<file path="src/rtl/id_stage_pipelined.sv">
// id_stage_pipelined: RV32I-subset decode with an ID/EX pipeline register,
// valid/ready handshakes, load-use bubble insertion, flush and a stall counter.
`default_nettype none

module id_stage_pipelined #(
  parameter int XLEN        = 32,
  parameter int REG_ADDR_W  = 5,
  parameter int HAZARD_EN   = 1,
  parameter int STALL_CNT_W = 16
) (
  input  logic                   clk,
  input  logic                   reset,
  input  logic                   flush,
  input  logic                   in_valid,
  output logic                   in_ready,
  input  logic [31:0]            in_instruction,
  input  logic [XLEN-1:0]        in_pc,
  output logic                   out_valid,
  input  logic                   out_ready,
  output logic [XLEN-1:0]        out_pc,
  output logic [REG_ADDR_W-1:0]  out_reg_a,
  output logic [REG_ADDR_W-1:0]  out_reg_b,
  output logic [REG_ADDR_W-1:0]  out_reg_d,
  output logic [XLEN-1:0]        out_imm,
  output logic                   out_alu_operation,
  output logic [3:0]             out_alu_operation_type,
  output logic                   out_write_register,
  output logic                   out_load_word_memory,
  output logic                   out_store_word_memory,
  output logic                   out_branch,
  output logic [3:0]             out_branch_operation_type,
  output logic                   out_jump,
  output logic                   out_panic,
  output logic [STALL_CNT_W-1:0] stall_count
);

  localparam logic [6:0] c_OP_R      = 7'b0110011;
  localparam logic [6:0] c_OP_I_ALU  = 7'b0010011;
  localparam logic [6:0] c_OP_LOAD   = 7'b0000011;
  localparam logic [6:0] c_OP_STORE  = 7'b0100011;
  localparam logic [6:0] c_OP_BRANCH = 7'b1100011;
  localparam logic [6:0] c_OP_JAL    = 7'b1101111;

  typedef struct packed {
    logic [XLEN-1:0]       pc;
    logic [REG_ADDR_W-1:0] ra;
    logic [REG_ADDR_W-1:0] rb;
    logic [REG_ADDR_W-1:0] rd;
    logic [XLEN-1:0]       imm;
    logic                  alu;
    logic [3:0]            alu_type;
    logic                  wr;
    logic                  ld;
    logic                  st;
    logic                  br;
    logic [3:0]            br_type;
    logic                  jmp;
    logic                  panic;
  } payload_t;

  payload_t               payload_d;
  payload_t               payload_q;
  logic                   valid_q;
  logic [STALL_CNT_W-1:0] stall_q;
  logic                   use_rs1;
  logic                   use_rs2;
  logic                   hazard;

  logic [6:0]      opcode;
  logic [2:0]      funct3;
  logic            funct7_b5;
  logic [XLEN-1:0] imm_i;
  logic [XLEN-1:0] imm_s;
  logic [XLEN-1:0] imm_b;
  logic [XLEN-1:0] imm_j;

  assign opcode    = in_instruction[6:0];
  assign funct3    = in_instruction[14:12];
  assign funct7_b5 = in_instruction[30];
  assign imm_i = {{(XLEN-12){in_instruction[31]}}, in_instruction[31:20]};
  assign imm_s = {{(XLEN-12){in_instruction[31]}}, in_instruction[31:25], in_instruction[11:7]};
  assign imm_b = {{(XLEN-13){in_instruction[31]}}, in_instruction[31], in_instruction[7],
                  in_instruction[30:25], in_instruction[11:8], 1'b0};
  assign imm_j = {{(XLEN-21){in_instruction[31]}}, in_instruction[31], in_instruction[19:12],
                  in_instruction[20], in_instruction[30:21], 1'b0};

  always_comb begin
    payload_d    = '0;
    use_rs1      = 1'b0;
    use_rs2      = 1'b0;
    payload_d.pc = in_pc;
    payload_d.ra = REG_ADDR_W'(in_instruction[19:15]);
    payload_d.rb = REG_ADDR_W'(in_instruction[24:20]);
    payload_d.rd = REG_ADDR_W'(in_instruction[11:7]);
    case (opcode)
      c_OP_R: begin
        payload_d.alu      = 1'b1;
        payload_d.alu_type = {funct7_b5, funct3};
        payload_d.wr       = 1'b1;
        use_rs1            = 1'b1;
        use_rs2            = 1'b1;
      end
      c_OP_I_ALU: begin
        // Only the right shifts carry funct7[5] (SRAI vs SRLI) in the I form.
        payload_d.alu      = 1'b1;
        payload_d.alu_type = (funct3 == 3'b101) ? {funct7_b5, funct3} : {1'b0, funct3};
        payload_d.wr       = 1'b1;
        payload_d.imm      = imm_i;
        use_rs1            = 1'b1;
      end
      c_OP_LOAD: begin
        payload_d.ld  = 1'b1;
        payload_d.wr  = 1'b1;
        payload_d.imm = imm_i;
        use_rs1       = 1'b1;
      end
      c_OP_STORE: begin
        payload_d.st  = 1'b1;
        payload_d.imm = imm_s;
        use_rs1       = 1'b1;
        use_rs2       = 1'b1;
      end
      c_OP_BRANCH: begin
        payload_d.br      = 1'b1;
        payload_d.br_type = {1'b0, funct3};
        payload_d.imm     = imm_b;
        use_rs1           = 1'b1;
        use_rs2           = 1'b1;
      end
      c_OP_JAL: begin
        payload_d.jmp = 1'b1;
        payload_d.wr  = 1'b1;
        payload_d.imm = imm_j;
      end
      default: payload_d.panic = 1'b1;
    endcase
  end

  // Load-use hazard: the held load's result is not yet available to the incoming consumer.
  assign hazard = (HAZARD_EN != 0) && valid_q && payload_q.ld && (payload_q.rd != '0) && in_valid &&
                  ((use_rs1 && (payload_d.ra == payload_q.rd)) ||
                   (use_rs2 && (payload_d.rb == payload_q.rd)));

  assign in_ready = !flush && !hazard && (!valid_q || out_ready);

  always_ff @(posedge clk or negedge reset) begin
    if (!reset) begin
      valid_q   <= 1'b0;
      payload_q <= '0;
    end else if (flush) begin
      valid_q <= 1'b0;
    end else if (in_valid && in_ready) begin
      valid_q   <= 1'b1;
      payload_q <= payload_d;
    end else if (out_ready) begin
      valid_q <= 1'b0;
    end
  end

  always_ff @(posedge clk or negedge reset) begin
    if (!reset) begin
      stall_q <= '0;
    end else if (hazard && out_ready && !flush && (stall_q != '1)) begin
      stall_q <= stall_q + STALL_CNT_W'(1);
    end
  end

  assign out_valid                 = valid_q;
  assign out_pc                    = payload_q.pc;
  assign out_reg_a                 = payload_q.ra;
  assign out_reg_b                 = payload_q.rb;
  assign out_reg_d                 = payload_q.rd;
  assign out_imm                   = payload_q.imm;
  assign out_alu_operation         = payload_q.alu;
  assign out_alu_operation_type    = payload_q.alu_type;
  assign out_write_register        = payload_q.wr;
  assign out_load_word_memory      = payload_q.ld;
  assign out_store_word_memory     = payload_q.st;
  assign out_branch                = payload_q.br;
  assign out_branch_operation_type = payload_q.br_type;
  assign out_jump                  = payload_q.jmp;
  assign out_panic                 = payload_q.panic;
  assign stall_count               = stall_q;

endmodule

`default_nettype wire

</file>
<file path="config.mk">
export PLATFORM = sky130hd
export DESIGN_NAME = id_stage_pipelined
export DESIGN_NICKNAME = d
export VERILOG_FILES = /design/src/rtl/id_stage_pipelined.sv
export SDC_FILE = /design/constraint.sdc
export NUM_CORES = 1
export LEC_CHECK = 0
export ABC_CLOCK_PERIOD_IN_PS = 3400
export CORE_MARGIN = 3
export CORE_UTILIZATION = 47
export DETAILED_ROUTE_END_ITERATION = 7
export PLACE_DENSITY = 0.95
export SYNTH_ARGS = -nofsm -noshare
export SYNTH_HDL_FRONTEND = slang
export SYNTH_SLANG_ARGS = --single-unit
</file>
<file path="constraint.sdc">
create_clock -name clk -period 3.4 [get_ports clk]
set_input_delay 0.34 -clock clk [delete_from_list [all_inputs] [get_ports clk]]
set_output_delay 0.34 -clock clk [all_outputs]
set_load 0.1 [all_outputs]
</file>
==> impl_metrics.ini <==
[placed_design]
gp_congestion = 0.8953
port_buffers = 179
hpwl_um = 9062

[yosys]
ys.flop_type = dfrtp_1
async_flop_share_pct = 100.0
yosysMostFrequentCell = dfrtp_1
mappedNetlistArea_sq_um = 4609
synthTopCellsByArea = dfrtp_1 54%, mux2_1 11%, mux2_2 4.2%, xnor2_1 3.6%, a22o_1 3.4%
yosysTopAreaCell = dfrtp_1
ys_ff_latch = 99
yosys-top-cells-count = 99 x dfrtp_1, 43 x mux2_1, 19 x xnor2_1
syn_area_per_cell_sq_um = 12.73
synth_cell_type_count = 53
synth_nets = 432
yosysWarnings = 0
synthCells = 362
yosysTopAreaCellShare_pct = 53.75
yosysSeqAreaShare_pct = 53.75
synth-edff-count = 0

[critical_path]
crit_arrival_ns = 2.31
required_ns = 3.06
end_kind = primary output
start_kind = input port
path_class = in -> out
critPathMaxStageDelay_ns = 0.57
reg2reg_slack_ns = 1.11
cpMaxStageDelayCell = or4_4
worst-path-buf-inv = 2
path_delay_family = simple AND/OR/NAND/NOR gates
crit_chain = clkdlybuf4s50_1, xor2_1, or4_4, o22ai_4, and2_1, nor2_1, buf_12
worstPathMaxFanout = 9

[cts]
cts_max_path_buffers = 2
cts.sinks = 99
insertion_delay_ns = 0.36
holdBufCountCts = 0
clk_pin_slew_ns = 0.11
post-cts-setup-buffer-count = 0
cts-htree-levels = 3
cts-resized-gates = 0
cts_buffers = 9
tritoncts = done
cts_root_buf = clkbuf_8

[die]
die_y_um = 105.0
start_util_pct = 49.19
die_area_sq_um = 11030
io_pins = 181
fp.coreArea_sq_um = 9371
placementRows = 35
die_w_um = 105.0

[detailed_routing]
drc = 0
drt-initial-drc-count = 167
viasPerCell = 5.271
drtAntennaViolNets = 0
totalWireLength_um = 11800
post_drt_wl_per_cell_um = 17.66
route.vias.total = 3521
drt_pass1_iterations = 4

[timing]
setup_viol = 0
max_slew_margin_pct = 22.80
hold_ws_ns = 0.1888
finClkSkew_ns = 0.02013
worstMarginPinSlew_ns = 1.158
final_max_slew_viol_count = 0
rsz0062_at_grt = no
fin_tns_setup_ns = 0
finalCriticalPeriod_ns = 2.649
finalHoldViolCount = 0
max_freq_mhz = 377.5
period_share_pct = 77.91

[power]
p_sw_mw = 1.509
clkPwrFrac_pct = 22.2
intPower_mw = 2.007
switching_share_pct = 42.92
combPwrFrac_pct = 39.4
powerDensity_nw_per_um2 = 531.6
peakVddDrop_v = 0.0003568
fin_total_pwr_mw = 3.516
power_frac_seq_pct = 38.5
p_leak_nw = 2.751

[layout]
diodes = 0
area_delta_synth_final_pct = 43.49
layout-drive-gt1-share_pct = 10.39
nNetsFinal = 604
nFillCells = 678

[global_routing]
grt_usage_pct = 21.59
grt_pass1_wl_um = 19220
grt_overflow = 0
antenna_found_initial = 0
grt_pass1_vias = 3717
grt_max_degree = 94

[run]
max_cap_viol_count = 0

[min_path]
holdCritPathClass = in -> async

[status]
outcome = finished clean
## cell usage in the layout, fill, tap and decap left out, types with 2 or more instances in the layout
cell type | synthesis | final
a211oi_1 | 2 | 2
a21o_1 | 2 | 2
a21oi_1 | 11 | 11
a22o_1 | 18 | 18
and2_1 | 3 | 3
and3_1 | 4 | 4
buf_4 | 15 | 10
clkbuf_8 | 0 | 10
clkdlybuf4s50_1 | 0 | 177
clkinv_4 | 0 | 2
dfrtp_1 | 99 | 99
inv_1 | 11 | 11
mux2_1 | 43 | 43
mux2_2 | 17 | 17
mux2i_1 | 9 | 9
nand2_1 | 12 | 12
nand2b_1 | 2 | 2
nand3_1 | 12 | 12
nand4_1 | 10 | 10
nand4b_1 | 3 | 3
nor2_1 | 13 | 13
nor2b_1 | 4 | 4
nor3_1 | 6 | 6
o21ai_0 | 3 | 3
xnor2_1 | 19 | 19
xor2_1 | 5 | 5
## path summary, 6_finish.rpt
path,end,cells past startpoint,from
worst max-delay path,in_ready,7,in_instruction[15]
worst min-delay path,stall_count[7]$_DFFE_PN0P_,1,reset
worst max register to register,stall_count[1]$_DFFE_PN0P_,6,stall_count[0]$_DFFE_PN0P_
worst min register to register,out_write_register$_DFFE_PN0P_,1,out_write_register$_DFFE_PN0P_
max in group asynchronous,out_imm[15]$_DFFE_PN0P_,2,reset
min in group clk,out_write_register$_DFFE_PN0P_,1,out_write_register$_DFFE_PN0P_
## flip-flops by register name, indices dropped and copies added (netlist names)
register and cells:
out_alu_operation 1, out_alu_operation_type 4, out_branch 1, out_branch_operation_type 3, out_imm 21, out_jump 1, out_load_word_memory 1, out_panic 1
out_pc 32, out_reg_a 5, out_reg_b 5, out_reg_d 5, out_store_word_memory 1, out_valid 1, out_write_register 1, stall_count 16
## worst reg2reg max path, cell delays in order, from the launching register on
cell and delay (ns):
dfrtp_1 0.43, ha_1 0.26, nand3_1 0.11, or4_1 0.50, and3_1 0.36, nand2_1 0.19, mux2_1 0.33
## power by group through the flow
stage                     Combinational [mW]  Sequential, mW  Clock [mW]
after floorplan                        0.210            2.16           0
after global placement                  1.37            1.37           0
after detailed placement                1.39            1.38           0
after CTS                               1.39            1.35       0.801
after global routing                    1.43            1.37       0.842
final                                   1.38            1.35       0.779
## stage by stage
step	cells	setup WS (ns)	cell area, sq um	utilization [%]
global route	668	0.6132	6614	70.57
finish	668	0.7511	6614	70.57
global placement	652	0.6937	6411	68.41
detailed placement	652	0.6262	6411	68.41
floorplan	362	0.1317	4609	-
CTS	668	0.7459	6614	70.57
## logic make-up after synthesis
| group | after synthesis | share of synthesized area (%) |
|---|---|---|
| compound gates | 48 | 8.605 |
| xor+xnor | 24 | 4.560 |
| flops | 99 | 53.75 |
| fa+ha+maj | 1 | 0.2714 |
| mux | 69 | 16.61 |
| other cells | 1 | 0.08136 |
| simple gates | 82 | 10.32 |
| buf+inv | 38 | 5.809 |
## final cells by class
cell class | count | area, sq um | area share (%)
clock buffer | 11 | 141.4 | 2.138
timing repair buffer | 188 | 1867 | 28.23
multi-input combinational | 225 | 1864 | 28.19
clock inverter | 5 | 61.31 | 0.9270
tap | 129 | 161.4 | 2.440
sequential | 99 | 2477 | 37.46
inverter | 11 | 41.29 | 0.6243
## metal layers
metal	up-vias	global-route usage (%)	share of wire [%]
met1	1729	26.53	41
met5	-	0	0
li1	1631	-	-
met3	19	6.362	7.5
met2	142	36.39	49
met4	0	7.216	2.2
No activity file was read; power rests on OpenSTA's default activity.
